$ cat config.mk
export PLATFORM = sky130hd
export DESIGN_NAME = zint_gen
export DESIGN_NICKNAME = d
export VERILOG_FILES = /design/src/rtl/zint_gen.sv
export SDC_FILE = /design/constraint.sdc
export NUM_CORES = 1
export LEC_CHECK = 0
export ABC_CLOCK_PERIOD_IN_PS = 3300
export CORE_ASPECT_RATIO = 1.25
export CORE_MARGIN = 4
export CORE_UTILIZATION = 36
export CTS_BUF_LIST = sky130_fd_sc_hd__clkbuf_8
export CTS_CLUSTER_DIAMETER = 60
export DETAILED_ROUTE_END_ITERATION = 12
export PLACE_DENSITY_LB_ADDON = 0.05
export SLEW_MARGIN = 20
export SYNTH_ARGS = -nofsm -noshare
export SYNTH_HDL_FRONTEND = slang
export SYNTH_SLANG_ARGS = --single-unit
export TNS_END_PERCENT = 30
$ cat constraint.sdc
create_clock -name fclk -period 3.3 [get_ports fclk]
set_input_delay 0.33 -clock fclk [delete_from_list [all_inputs] [get_ports fclk]]
set_output_delay 0.33 -clock fclk [all_outputs]
set_load 0.1 [all_outputs]
$ cat src/rtl/zint_gen.sv
// Z80 maskable-interrupt timing generator: counts T-states per frame and
// issues an int_start strobe plus a fixed-width active-low INT pulse.
module zint_gen #(
    parameter int FRAME_LEN = 71680,
    parameter int INT_WIDTH = 32
) (
    input  logic        fclk,
    input  logic        rst,
    input  logic        zpos,
    input  logic        zneg,
    input  logic        frame_sync,
    input  logic        int_en,
    input  logic [16:0] int_pos,
    input  logic        m1_n,
    input  logic        iorq_n,
    output logic        int_start,
    output logic        int_n,
    output logic        int_ack,
    output logic [16:0] tcnt
);

    typedef enum logic {IDLE, ACTIVE} state_t;

    localparam logic [16:0] FRAME_LAST = 17'(FRAME_LEN - 1);
    localparam logic [5:0]  WIDTH_INIT = 6'(INT_WIDTH);

    state_t      state_q, state_d;
    logic [16:0] tcnt_q, tcnt_d;
    logic [5:0]  width_q, width_d;
    logic        int_n_q, int_n_d;
    logic        int_start_q, int_start_d;
    logic        int_ack_q, int_ack_d;
    logic        match;
    logic        intack;

    always_comb begin
        tcnt_d = tcnt_q;
        if (frame_sync) begin
            tcnt_d = '0;
        end else if (zpos) begin
            tcnt_d = (tcnt_q == FRAME_LAST) ? '0 : tcnt_q + 17'd1;
        end
    end

    // Match uses the pre-update counter, so it still fires alongside frame_sync.
    assign match  = zpos && int_en && (tcnt_q == int_pos) && (int_pos <= FRAME_LAST)
                    && (state_q == IDLE);
    assign intack = zneg && !m1_n && !iorq_n;

    always_comb begin
        state_d     = state_q;
        width_d     = width_q;
        int_n_d     = int_n_q;
        int_start_d = 1'b0;
        int_ack_d   = 1'b0;
        case (state_q)
            IDLE: begin
                if (match) begin
                    state_d     = ACTIVE;
                    int_start_d = 1'b1;
                    int_n_d     = 1'b0;
                    width_d     = WIDTH_INIT;
                end
            end
            ACTIVE: begin
                if (intack) begin
                    state_d   = IDLE;
                    int_n_d   = 1'b1;
                    int_ack_d = 1'b1;
                    width_d   = '0;
                end else if (!int_en) begin
                    state_d = IDLE;
                    int_n_d = 1'b1;
                    width_d = '0;
                end else if (zpos) begin
                    width_d = width_q - 6'd1;
                    if (width_q == 6'd1) begin
                        state_d = IDLE;
                        int_n_d = 1'b1;
                    end
                end
            end
            default: begin
                state_d = IDLE;
                int_n_d = 1'b1;
            end
        endcase
    end

    always_ff @(posedge fclk or posedge rst) begin
        if (rst) begin
            state_q     <= IDLE;
            tcnt_q      <= '0;
            width_q     <= '0;
            int_n_q     <= 1'b1;
            int_start_q <= 1'b0;
            int_ack_q   <= 1'b0;
        end else begin
            state_q     <= state_d;
            tcnt_q      <= tcnt_d;
            width_q     <= width_d;
            int_n_q     <= int_n_d;
            int_start_q <= int_start_d;
            int_ack_q   <= int_ack_d;
        end
    end

    assign int_start = int_start_q;
    assign int_n     = int_n_q;
    assign int_ack   = int_ack_q;
    assign tcnt      = tcnt_q;

endmodule

==> out/qor.log, run 1 <==
qor: floorplan.die_width 69.6 um
qor: floorplan.placementRows 27
qor: clock_tree.cts-hold-fix-buffers 0
qor: floorplan.start_util 38.0%
qor: timing.setup_repair_after_global_routing_missed_its_margin no
qor: critical_path.critical_path.max_stage_delay 1.19 ns
qor: grt.number_of_global_route_vias_before_repair 1676
qor: detailed_routing.first_iter_violations 80
qor: final_layout.layout.filler_cells 435
qor: detailed_routing.detailedRoute.firstPassIterationCount 4
qor: grt.largest_net_degree_at_the_start_of_global_routing 28
qor: grt.antenna_found_initial 0
qor: flow_run.cap_violations 0
qor: grt.grt_usage 16.4%
qor: critical_path.cp.required 2.97 ns
qor: floorplan.io_pins 45
qor: place.place_congestion 0.820
qor: pwr.vdd.ir_drop.worst 0.130 mV
qor: grt.grt_first_pass_wirelength 7920 um
qor: synthesis.synth_cell_area 1710 um2
qor: synthesis.synthTopCellsByCount sky130_fd_sc_hd__dfrtp_1, sky130_fd_sc_hd__nor2_1, sky130_fd_sc_hd__xor2_1
qor: synthesis.ys_types 46
qor: detailed_routing.viasPerCell 5.36
qor: clock_tree.ctsHtreeMaxLevel 1
qor: timing.timing.clock.skew 0.00260 ns
qor: detailed_routing.remaining_drc_errors 0
qor: timing.hold_ws 0.436 ns
qor: clock_tree.worst_skew_pair_latency 0.27 ns
qor: critical_path.regToRegSetupSlack 1.50 ns
qor: final_layout.flow.area_growth_from_synthesis 30.7%
qor: final_layout.num-nets-final 257
qor: synthesis.synthArstFlopShare 100%
qor: floorplan.coreArea 4490 um2
qor: synthesis.post_synth_top_area_share 38.1%
qor: grt.globalRouteOverflowTotal 0
qor: grt.grt-busiest-layer met2
qor: timing.final_period_minus_worst_setup_slack 2.29 ns
qor: floorplan.chipHeight 85.0 um
qor: detailed_routing.via_count 1533
qor: critical_path.worstSetupStartpointType flip-flop
qor: critical_path.critical_path.n_buffers_inverters 1
qor: timing.fin_crit_sh 69.5%
qor: synthesis.synth_warnings 0
qor: grt.grt.met1_usage 18.5%
qor: grt.groute.layer.met2.usage 31.1%
qor: timing.final_max_slew_viol_count 0
qor: synthesis.synth_ff_type sky130_fd_sc_hd__dfrtp_1
qor: outcome.run_status completed
qor: clock_tree.cts-buffers-inserted 3
qor: clock_tree.post-cts-setup-buffer-count 0
qor: place.numPortBuffers 44
qor: synthesis.ys_ff_latch 27
qor: critical_path.crit_slowest_cell sky130_fd_sc_hd__clkdlybuf4s50_1
qor: critical_path.crit_path_end_kind output port
qor: final_layout.final_layout_size_suffix_gt1_share 6.14%
qor: clock_tree.cts_max_path_buffers 2
qor: floorplan.design.die.area 5920 um2
qor: clock_tree.tritoncts done
qor: timing.max_clock_freq 436 MHz
qor: critical_path.worst-setup-path-type flip-flop to output port
qor: place.dp_hpwl 3600 um
qor: synthesis.synth.net_count 213
qor: grt.gr-usage-met3 2.49%
qor: critical_path.critPathMaxFanout 8
qor: final_layout.num_antenna_cells 0
qor: timing.timing.final.setup_violations 0
qor: synthesis.synthCells 185
qor: critical_path.critical_path_cell_sequence clkdlybuf4s50_1
qor: timing.totalNegativeSetupSlack 0 ns
qor: synthesis.synth_top_cells_by_area sky130_fd_sc_hd__dfrtp_1, sky130_fd_sc_hd__xor2_1, sky130_fd_sc_hd__nor2_1
qor: synthesis.synth_edf_count 0
qor: pwr.power.leakage 0.918 nW
qor: critical_path.crit_family buffers and inverters
qor: clock_tree.clock_sink_count 27
qor: worst_hold_path.timing.hold.worst.class input port to asynchronous set/reset pin
qor: timing.timing.final.hold_violations 0
qor: clock_tree.cts_resized 0
qor: synthesis.synth-seq-area-share 39.6%
qor: detailed_routing.route.antenna.remaining_nets 0
qor: synthesis.yosys.cell_count.top_type sky130_fd_sc_hd__dfrtp_1
qor: clock_tree.path_clk_slew 0.10 ns
qor: clock_tree.root_buffer sky130_fd_sc_hd__clkbuf_8
qor: timing.max_slew_margin 34.6%
qor: synthesis.syn_area_cell 9.24 um2
qor: timing.tightestPinTransition 0.977 ns
qor: detailed_routing.drt-wirelength-per-cell 15.9 um
qor: synthesis.netlist.top_cell.by_area sky130_fd_sc_hd__dfrtp_1
qor: pwr.power_per_unit_of_standard_cell_area 291 nW/um2
qor: critical_path.worst_ep_arrival_time 1.96 ns
qor: detailed_routing.routed_wirelength 4550 um
placed cells by master, fill, tap and decap left out, types with 2 or more instances in the layout:
| cell type | count |
|---|---|
| sky130_fd_sc_hd__nand3_1 | 13 |
| sky130_fd_sc_hd__nand2_1 | 15 |
| sky130_fd_sc_hd__dfrtp_1 | 26 |
| sky130_fd_sc_hd__nand3b_1 | 2 |
| sky130_fd_sc_hd__nor4_1 | 10 |
| sky130_fd_sc_hd__inv_1 | 6 |
| sky130_fd_sc_hd__clkdlybuf4s50_1 | 44 |
| sky130_fd_sc_hd__ha_1 | 3 |
| sky130_fd_sc_hd__a31oi_1 | 2 |
| sky130_fd_sc_hd__nor3_2 | 2 |
| sky130_fd_sc_hd__xor2_1 | 24 |
| sky130_fd_sc_hd__nor2b_1 | 2 |
| sky130_fd_sc_hd__nor2_1 | 24 |
| sky130_fd_sc_hd__xnor2_1 | 5 |
| sky130_fd_sc_hd__a21oi_1 | 4 |
| sky130_fd_sc_hd__o21ai_0 | 5 |
| sky130_fd_sc_hd__o21ai_1 | 5 |
| sky130_fd_sc_hd__nand4_1 | 4 |
| sky130_fd_sc_hd__nor3_1 | 4 |
| sky130_fd_sc_hd__clkbuf_8 | 3 |
metrics by stage:
| stage | std cells | util (%) | area, um2 | worst slack (ns) | total power [mW] |
|---|---|---|---|---|---|
| after floorplan | 185 | - | 1710 | 0.949 | 0.416 |
| after global placement | 282 | 48.7 | 2190 | 1.12 | 0.467 |
| after detailed placement | 282 | 48.7 | 2190 | 1.07 | 0.468 |
| after CTS | 286 | 49.7 | 2230 | 0.994 | 0.658 |
| after global routing | 286 | 49.7 | 2230 | 0.944 | 0.683 |
| final | 286 | 49.7 | 2230 | 1.01 | 0.651 |
final cells by class:
class                           instances  area (um2)  area share [%]
Sequential cell                        27         677            30.3
Clock buffer                            3        41.3            1.85
Clock inverter                          1        3.75           0.168
Inverter                                7        26.3            1.18
Tap cell                               58        72.6            3.25
Multi-Input combinational cell        146         972            43.5
Timing Repair Buffer                   44         440            19.7
worst paths after layout:
check / start / to / cells after the start
min in group fclk: int_n / int_n / 2
setup / recovery: tcnt[3] / tcnt[3] / 1
hold reg to reg: int_n / int_n / 2
max in group asynchronous: rst / tcnt[10] / 2
hold / removal: rst / int_ack / 2
setup reg to reg: tcnt[5] / tcnt[12] / 5
power breakdown:
part | switching, mW | internal, mW | total [mW]
logic | 0.0672 | 0.0485 | 0.116
clock network | 0.106 | 0.0835 | 0.190
registers | 0.00752 | 0.338 | 0.345
logic make-up (layout without fill, tap and decap cells):
kind of cell / Yosys count / after routing / synth area share, %
AND/OR/NAND/NOR: 86 / 86 / 26.5
XOR/XNOR: 29 / 29 / 14.9
AO/OA/AOI/OAI: 27 / 27 / 12.7
flip-flops: 27 / 27 / 39.6
buffers and inverters: 12 / 55 / 3.51
adder cells (fa/ha/maj): 3 / 3 / 2.20
multiplexers: 1 / 1 / 0.586
sequential cells by signal, indices dropped and copies added (netlist names):
signal and cells:
int_ack 1, int_n 1, int_start 1, state_q 1, tcnt 17, width_q 6
per-layer routing:
metal,vias up,wire length (um)
li1,746,-
met1,747,1820
met2,36,2560
met3,4,135
met4,0,41
met5,-,0
(Power assumes the default switching activity.)
==> run 2: changes to the inputs <==
--- a/config.mk
+++ b/config.mk
@@ -5,7 +5,7 @@
 export SDC_FILE = /design/constraint.sdc
 export NUM_CORES = 1
 export LEC_CHECK = 0
-export ABC_CLOCK_PERIOD_IN_PS = 3300
+export ABC_CLOCK_PERIOD_IN_PS = 1800
 export CORE_ASPECT_RATIO = 1.25
 export CORE_MARGIN = 4
 export CORE_UTILIZATION = 36
==> constraint.sdc (replaced) <==
create_clock -name fclk -period 1.8 [get_ports fclk]
set_input_delay 0.18 -clock fclk [delete_from_list [all_inputs] [get_ports fclk]]
set_output_delay 0.18 -clock fclk [all_outputs]
set_load 0.1 [all_outputs]
==> run 2 against run 1 <==
Compared with the run above:
- sequential power rose by 85%
- design area rose by 18%
- combinational power rose by 120%
- clock-buffer cell count did not move
- worst hold slack got worse by 0.17 ns
- sequential cell count did not move
- global-route usage rose by 0.91 points
- core utilization rose by 8.7 points
- cell count rose by 9.4%
- total power rose by 93%
- clock power rose by 87%
- the run now ends with negative setup slack left
- clock skew rose by 0.0050 ns
==> out/qor.log, run 2 (same netlist as run 1, synthesis figures left out) <==
qor: outcome.run_status finished, violations left
qor: outcome.violations_in_the_final_reports negative setup slack
qor: critical_path.crit_slowest_cell sky130_fd_sc_hd__dfrtp_4
qor: grt.grt.met1_usage 19.0% [+0.50 points]
qor: floorplan.start_util 38.0% [unchanged]
qor: timing.fin_crit_sh 102%
qor: timing.setup_repair_after_global_routing_missed_its_margin yes
qor: critical_path.worst_ep_arrival_time 2.01 ns [+0.05 ns]
qor: floorplan.placementRows 27 [unchanged]
qor: final_layout.flow.area_growth_from_synthesis 53.7%
qor: final_layout.final_cell_count_no_fill 313 [+9.4%]
qor: timing.timing.clock.skew 0.00764 ns [+0.00504 ns]
qor: pwr.power.leakage 1.09 nW [+19%]
qor: critical_path.timing.rr.start tcnt[7]
qor: final_layout.final_common_cell sky130_fd_sc_hd__buf_4
qor: grt.grt-busiest-layer met2
qor: critical_path.crit_path_end_kind flip-flop
qor: clock_tree.path_clk_slew 0.10 ns [about the same]
qor: detailed_routing.first_iter_violations 52 [-35%]
qor: final_layout.num-nets-final 284 [+11%]
qor: critical_path.critical_path_cell_sequence xor2_4 > nor4_2 > nand4_1 > or3_1 > o311a_1
qor: pwr.vdd.ir_drop.worst 0.358 mV [+180%]
qor: grt.antenna_found_initial 0 [unchanged]
qor: detailed_routing.routed_wirelength 4980 um [+9.5%]
qor: critical_path.critPathMaxFanout 3 [-5]
qor: critical_path.regToRegSetupSlack -0.04 ns [-1.54 ns]
qor: place.place_congestion 0.875 [+6.7%]
qor: clock_tree.root_buffer sky130_fd_sc_hd__clkbuf_8
qor: final_layout.finish.instance_area 2630 um2 [+18%]
qor: detailed_routing.remaining_drc_errors 0 [unchanged]
qor: clock_tree.ctsHtreeMaxLevel 1 [unchanged]
qor: timing.tightestPinTransition 0.420 ns [-0.557 ns]
qor: detailed_routing.via_count 1633 [+6.5%]
qor: final_layout.layout_common_cells sky130_fd_sc_hd__buf_4, sky130_fd_sc_hd__nor2_1, sky130_fd_sc_hd__clkdlybuf4s50_1, sky130_fd_sc_hd__xor2_1, sky130_fd_sc_hd__nand2_1
qor: critical_path.number_of_logic_stages_on_the_critical_path_including_buffering 5 [+4]
qor: critical_path.worst_setup_path_startpoint tcnt[7]
qor: place.place.detailed.instances 307 [+8.9%]
qor: timing.max_clock_freq 544 MHz
qor: critical_path.critical_path.n_buffers_inverters 0 [-1]
qor: clock_tree.worst_skew_pair_latency 0.28 ns [about the same]
qor: final_layout.final_layout_size_suffix_gt1_share 33.7% [+28 points]
qor: worst_hold_path.timing.hold.worst.class input port to asynchronous set/reset pin
qor: critical_path.cp-endpoint width_q[0]
qor: flow_run.cap_violations 0 [unchanged]
qor: grt.largest_net_degree_at_the_start_of_global_routing 28 [unchanged]
qor: timing.setup_ws -0.0396 ns [-1.05 ns]
qor: final_layout.multiInputGateArea 1070 um2 [+10%]
qor: critical_path.worst-setup-path-type flip-flop to flip-flop
qor: place.dp_hpwl 3930 um [+9.2%]
qor: final_layout.layout.filler_cells 407 [-6.4%]
qor: detailed_routing.drt-wirelength-per-cell 15.9 um [about the same]
qor: place.numPortBuffers 44 [unchanged]
qor: clock_tree.cts-buffers-inserted 3 [unchanged]
qor: timing.timing.final.hold_violations 0 [unchanged]
qor: pwr.cell_internal_pwr 0.898 mW [+91%]
qor: clock_tree.clock_sink_count 27 [unchanged]
qor: pwr.power 1.25 mW [+93%]
qor: final_layout.num_antenna_cells 0 [unchanged]
qor: critical_path.regToRegEndpoint width_q[0]
qor: final_layout.largest_reg_flops 17 [unchanged]
qor: detailed_routing.route.antenna.remaining_nets 0 [unchanged]
qor: timing.final_period_minus_worst_setup_slack 1.84 ns
qor: critical_path.critical_path.max_stage_delay 0.52 ns [-0.67 ns]
qor: pwr.power.share.clock 28.4% [-0.8 points]
qor: grt.gr-usage-met3 2.84% [+0.36 points]
qor: floorplan.design.die.area 5920 um2 [unchanged]
qor: detailed_routing.detailedRoute.firstPassIterationCount 4 [unchanged]
qor: floorplan.chipHeight 85.0 um [unchanged]
qor: clock_tree.cts-hold-fix-buffers 0 [unchanged]
qor: pwr.netSwitchingPower 0.356 mW [+96%]
qor: clock_tree.tritoncts done
qor: timing.totalNegativeSetupSlack -0.0396 ns [-0.0396 ns]
qor: pwr.share_seq_of_total_power 51.0% [-2.0 points]
qor: detailed_routing.viasPerCell 5.22 [-2.7%]
qor: final_layout.finalCoreUtilization 58.5% [+8.7 points]
qor: pwr.power_per_unit_of_standard_cell_area 477 nW/um2 [+64%]
qor: timing.max_slew_margin 71.9% [+37 points]
qor: timing.final_max_slew_viol_count 0 [unchanged]
qor: pwr.power_switching_share 28.4% [+0.56 points]
qor: critical_path.worstSetupStartpointType flip-flop
qor: floorplan.die_width 69.6 um [unchanged]
qor: floorplan.io_pins 45 [unchanged]
qor: pwr.pwr-share-comb 20.6% [+2.8 points]
qor: critical_path.crit_family simple AND/OR/NAND/NOR gates
qor: critical_path.cp.required 1.97 ns [-1.00 ns]
qor: grt.grt_first_pass_wirelength 8100 um [+2.3%]
qor: final_layout.sequential_cell_area 718 um2 [+6.1%]
qor: timing.timing.final.setup_violations 1 [+1]
qor: floorplan.coreArea 4490 um2 [unchanged]
qor: grt.groute.layer.met2.usage 33.1% [+2.0 points]
qor: place.detailed_place.area 2480 um2 [+14%]
qor: clock_tree.cts_max_path_buffers 2 [unchanged]
qor: grt.globalRouteOverflowTotal 0 [unchanged]
qor: critical_path.r2r.worst_path.cells 5 [unchanged]
qor: grt.number_of_global_route_vias_before_repair 1710 [+2.0%]
qor: grt.grt_usage 17.3% [+0.91 points]
-- run 2: cell types whose count changed in the layout (fill, tap and decap cells not counted), moves of 4 or more --
| cell | before | now |
|---|---|---|
| sky130_fd_sc_hd__clkdlybuf4s50_1 | 44 | 24 |
| sky130_fd_sc_hd__nor4_1 | 10 | 6 |
| sky130_fd_sc_hd__buf_12 | 0 | 8 |
| sky130_fd_sc_hd__nor4_2 | 0 | 4 |
| sky130_fd_sc_hd__dfrtp_1 | 26 | 9 |
| sky130_fd_sc_hd__dfrtp_4 | 0 | 8 |
| sky130_fd_sc_hd__dfrtp_2 | 0 | 9 |
| sky130_fd_sc_hd__buf_4 | 0 | 39 |
-- run 2: repair_timing --
item | CTS | global route
setup endpoints to repair | 0 | 6
setup buffers | 0 | 2
resized for setup | 0 | 10
-- run 2: power groups by stage --
stage | clock (mW) | sequential [mW] | combinational, mW
floorplan | 0 | 0.685 | 0.0830
detailed placement | 0 | 0.651 | 0.246
finish | 0.356 | 0.639 | 0.258
global route | 0.405 | 0.642 | 0.277
global placement | 0 | 0.651 | 0.242
CTS | 0.378 | 0.639 | 0.247
-- run 2: final cells by class --
type / instances / share of cell area, %
clock buffer: 3 / 1.57
inverter: 7 / 1.00
multi-input combinational: 146 / 40.8
tap: 58 / 2.76
clock inverter: 1 / 0.143
timing repair buffer: 71 / 26.4
sequential: 27 / 27.3
-- run 2: worst min path at each step --
stage	startpoint	endpoint	slack [ns]
final	rst	width_q[5]	0.26
after global routing	rst	width_q[2]	0.30
after CTS	rst	width_q[4]	0.27
after detailed placement	int_n	int_n	0.51
after global placement	int_n	int_n	0.52
after floorplan	rst	int_ack	0.23
-- run 2: through the flow --
stage                     setup WS (ns)  hold slack, ns
after CTS                       0.00983           0.268
after floorplan                  -0.119           0.232
after detailed placement         -0.163           0.514
after global routing            -0.0931           0.297
final                           -0.0396           0.265
after global placement           -0.117           0.517
-- run 2: layer usage --
layer	up-vias	share of wire, %
li1	795	-
met1	789	40
met2	42	55
met4	0	1.5
met5	-	0
met3	7	3.6
-- run 2: worst register-to-register path, stage by stage (launching register included) --
cell	delay (ns)
sky130_fd_sc_hd__dfrtp_4	0.52
sky130_fd_sc_hd__xor2_4	0.17
sky130_fd_sc_hd__nor4_2	0.29
sky130_fd_sc_hd__nand4_1	0.21
sky130_fd_sc_hd__or3_1	0.41
sky130_fd_sc_hd__o311a_1	0.12
==> run 3: changes to the inputs <==
--- a/config.mk
+++ b/config.mk
@@ -8,10 +8,11 @@
 export ABC_CLOCK_PERIOD_IN_PS = 1800
 export CORE_ASPECT_RATIO = 1.25
 export CORE_MARGIN = 4
-export CORE_UTILIZATION = 36
+export CORE_UTILIZATION = 45
 export CTS_BUF_LIST = sky130_fd_sc_hd__clkbuf_8
 export CTS_CLUSTER_DIAMETER = 60
 export DETAILED_ROUTE_END_ITERATION = 12
+export MAX_ROUTING_LAYER = met4
 export PLACE_DENSITY_LB_ADDON = 0.05
 export SLEW_MARGIN = 20
 export SYNTH_ARGS = -nofsm -noshare
==> run 3 against run 2 <==
Compared with the run above:
- the flow still finishes with violations (negative setup slack)
- fmax increased by 1.6%
- combinational power increased by 8.9%
- design area increased by 2.7%
- clock power about the same
- largest cell class unchanged
==> out/qor.log, run 3 (same netlist as run 1, synthesis figures left out) <==
qor: clock_tree.cts_max_path_buffers 2 [unchanged]
qor: detailed_routing.detailedRoute.firstPassIterationCount 4 [unchanged]
qor: final_layout.flow.area_growth_from_synthesis 57.8%
qor: detailed_routing.top_signal_layer_used met4
qor: final_layout.final_common_cell sky130_fd_sc_hd__buf_4
qor: detailed_routing.viasPerCell 5.68 [+8.9%]
qor: clock_tree.cts-buffers-inserted 3 [unchanged]
qor: final_layout.finalCoreUtilization 75.5% [+17 points]
qor: clock_tree.ctsHtreeMaxLevel 1 [unchanged]
qor: flow_run.cap_violations 0 [unchanged]
qor: floorplan.coreArea 3570 um2 [-20%]
qor: timing.timing.final.setup_violations 1 [unchanged]
qor: timing.setup_ws -0.0100 ns [+0.0296 ns]
qor: grt.grt_usage 21.3% [+4.0 points]
qor: floorplan.chipHeight 76.9 um [-9.6%]
qor: clock_tree.clock_sink_count 27 [unchanged]
qor: place.post-place-ws -0.262 ns [-0.0996 ns]
qor: floorplan.design.die.area 4850 um2 [-18%]
qor: timing.tightestPinTransition 0.464 ns [+0.0436 ns]
qor: timing.final_max_slew_viol_count 0 [unchanged]
qor: detailed_routing.route.antenna.remaining_nets 0 [unchanged]
qor: timing.timing.final.hold_violations 0 [unchanged]
qor: floorplan.start_util 47.8% [+9.8 points]
qor: timing.setup_repair_after_global_routing_missed_its_margin yes
qor: pwr.power.leakage 1.15 nW [+5.1%]
qor: final_layout.layout.filler_cells 243 [-40%]
qor: detailed_routing.met2_wirelength 2840 um [+3.2%]
qor: final_layout.num_antenna_cells 0 [unchanged]
qor: timing.final_period_minus_worst_setup_slack 1.81 ns [-0.0296 ns]
qor: critical_path.critPathMaxFanout 3 [unchanged]
qor: grt.largest_net_degree_at_the_start_of_global_routing 28 [unchanged]
qor: critical_path.worst_ep_arrival_time 1.97 ns [-0.04 ns]
qor: place.dp_hpwl 3840 um [-2.5%]
qor: place.numPortBuffers 44 [unchanged]
qor: final_layout.largest_reg_flops 17 [unchanged]
qor: pwr.power_per_unit_of_standard_cell_area 473 nW/um2 [-0.96%]
qor: pwr.vdd.ir_drop.worst 0.294 mV [-18%]
qor: final_layout.layout_common_cells sky130_fd_sc_hd__buf_4, sky130_fd_sc_hd__nor2_1, sky130_fd_sc_hd__clkdlybuf4s50_1, sky130_fd_sc_hd__xor2_1, sky130_fd_sc_hd__nand2_1
qor: clock_tree.cts-hold-fix-buffers 0 [unchanged]
qor: detailed_routing.first_iter_violations 111 [+110%]
qor: outcome.violations_in_the_final_reports negative setup slack
qor: grt.number_of_global_route_vias_before_repair 1743 [+1.9%]
qor: floorplan.die_width 63.1 um [-9.3%]
qor: timing.totalNegativeSetupSlack -0.0100 ns [+0.0296 ns]
qor: final_layout.finish.instance_area 2700 um2 [+2.7%]
qor: detailed_routing.met3RoutedLength 226 um [+26%]
qor: detailed_routing.drt-met1-wl 1910 um [-3.0%]
qor: critical_path.cp.required 1.96 ns [about the same]
qor: detailed_routing.via_count 1727 [+5.8%]
qor: grt.grt_first_pass_wirelength 8160 um [+0.77%]
qor: detailed_routing.drt-wirelength-per-cell 16.6 um [+4.0%]
qor: floorplan.io_pins 45 [unchanged]
qor: grt.globalRouteOverflowTotal 0 [unchanged]
qor: critical_path.worst-setup-path-type input port to flip-flop
qor: clock_tree.root_buffer sky130_fd_sc_hd__clkbuf_8
qor: clock_tree.tritoncts done
qor: critical_path.worstSetupStartpointType input port
qor: critical_path.crit_path_end_kind flip-flop
qor: outcome.run_status finished, violations left
qor: timing.timing.clock.skew 0.00472 ns [-0.00292 ns]
qor: timing.hold_ws 0.262 ns [-0.00231 ns]
qor: timing.max_clock_freq 552 MHz [+1.6%]
qor: place.detailed_place.area 2530 um2 [+1.7%]
qor: clock_tree.path_clk_slew 0.10 ns [about the same]
qor: grt.antenna_found_initial 0 [unchanged]
qor: final_layout.final_layout_size_suffix_gt1_share 36.6% [+2.9 points]
qor: clock_tree.worst_skew_pair_latency 0.27 ns [about the same]
qor: worst_hold_path.timing.hold.worst.class input port to asynchronous set/reset pin
qor: floorplan.placementRows 24 [-11%]
qor: place.place_congestion 0.932 [+6.4%]
qor: timing.max_slew_margin 68.3% [-3.7 points]
qor: detailed_routing.remaining_drc_errors 0 [unchanged]
qor: detailed_routing.routed_wirelength 5030 um [+1.0%]
qor: timing.fin_crit_sh 101% [-1.6 points]
qor: final_layout.num-nets-final 294 [+3.5%]
run 3: cell count changes in the layout (fill, tap and decap cells not counted), sizes merged:
cell	delta
buf	+10
run 3: stage by stage:
step / std cells / total power [mW]
4_1_cts: 302 / 1.26
2_1_floorplan: 185 / 0.768
5_1_grt: 304 / 1.33
6_report: 304 / 1.27
3_5_place_dp: 295 / 0.907
3_3_place_gp: 295 / 0.901
run 3: cell type report:
class / count / area, um2 / share of cell area (%)
clock inverters: 1 / 3.75 / 0.139
well taps: 39 / 48.8 / 1.81
flip-flops and latches: 27 / 718 / 26.6
multi-input cells: 146 / 1080 / 40.0
clock buffers: 3 / 41.3 / 1.53
inverters: 7 / 26.3 / 0.974
repair buffers: 81 / 781 / 29.0
run 3: what timing repair did:
item,4_1_cts,5_1_grt
cloned,0,0
buffers inserted,3,2
pin swaps,1,7
endpoints found under the setup margin,2,8
resized for setup,1,10
endpoints found under the hold margin,0,0
run 3: path summary, 6_finish.rpt:
kind	start	to	slack, ns	depth (start not counted)
setup / recovery	int_pos[12]	width_q[0]	-0.01	6
hold / removal	rst	int_ack	0.26	3
setup reg to reg	tcnt[6]	width_q[0]	0.01	5
hold reg to reg	int_n	int_n	0.53	2
max in group asynchronous	rst	tcnt[3]	1.23	3
min in group fclk	int_n	int_n	0.53	2
run 3: routing by layer:
layer	vias up	GRT usage [%]
li1	817	-
met1	845	23.5
met2	57	39.8
met3	8	2.63
met4	0	5.30
met5	-	-
run 3: critical path: stages:
cell	delay, ns
sky130_fd_sc_hd__clkdlybuf4s50_1	0.45
sky130_fd_sc_hd__a211o_1	0.30
sky130_fd_sc_hd__o21ai_0	0.30
sky130_fd_sc_hd__nand4_1	0.25
sky130_fd_sc_hd__or3_1	0.36
sky130_fd_sc_hd__o311a_1	0.13
run 3: power by group:
group / total, mW / switching (mW) / leakage (nW) / internal [mW]
Combinational: 0.281 / 0.144 / 0.783 / 0.137
Sequential: 0.637 / 0.0160 / 0.340 / 0.621
Clock: 0.356 / 0.203 / 0.0269 / 0.153
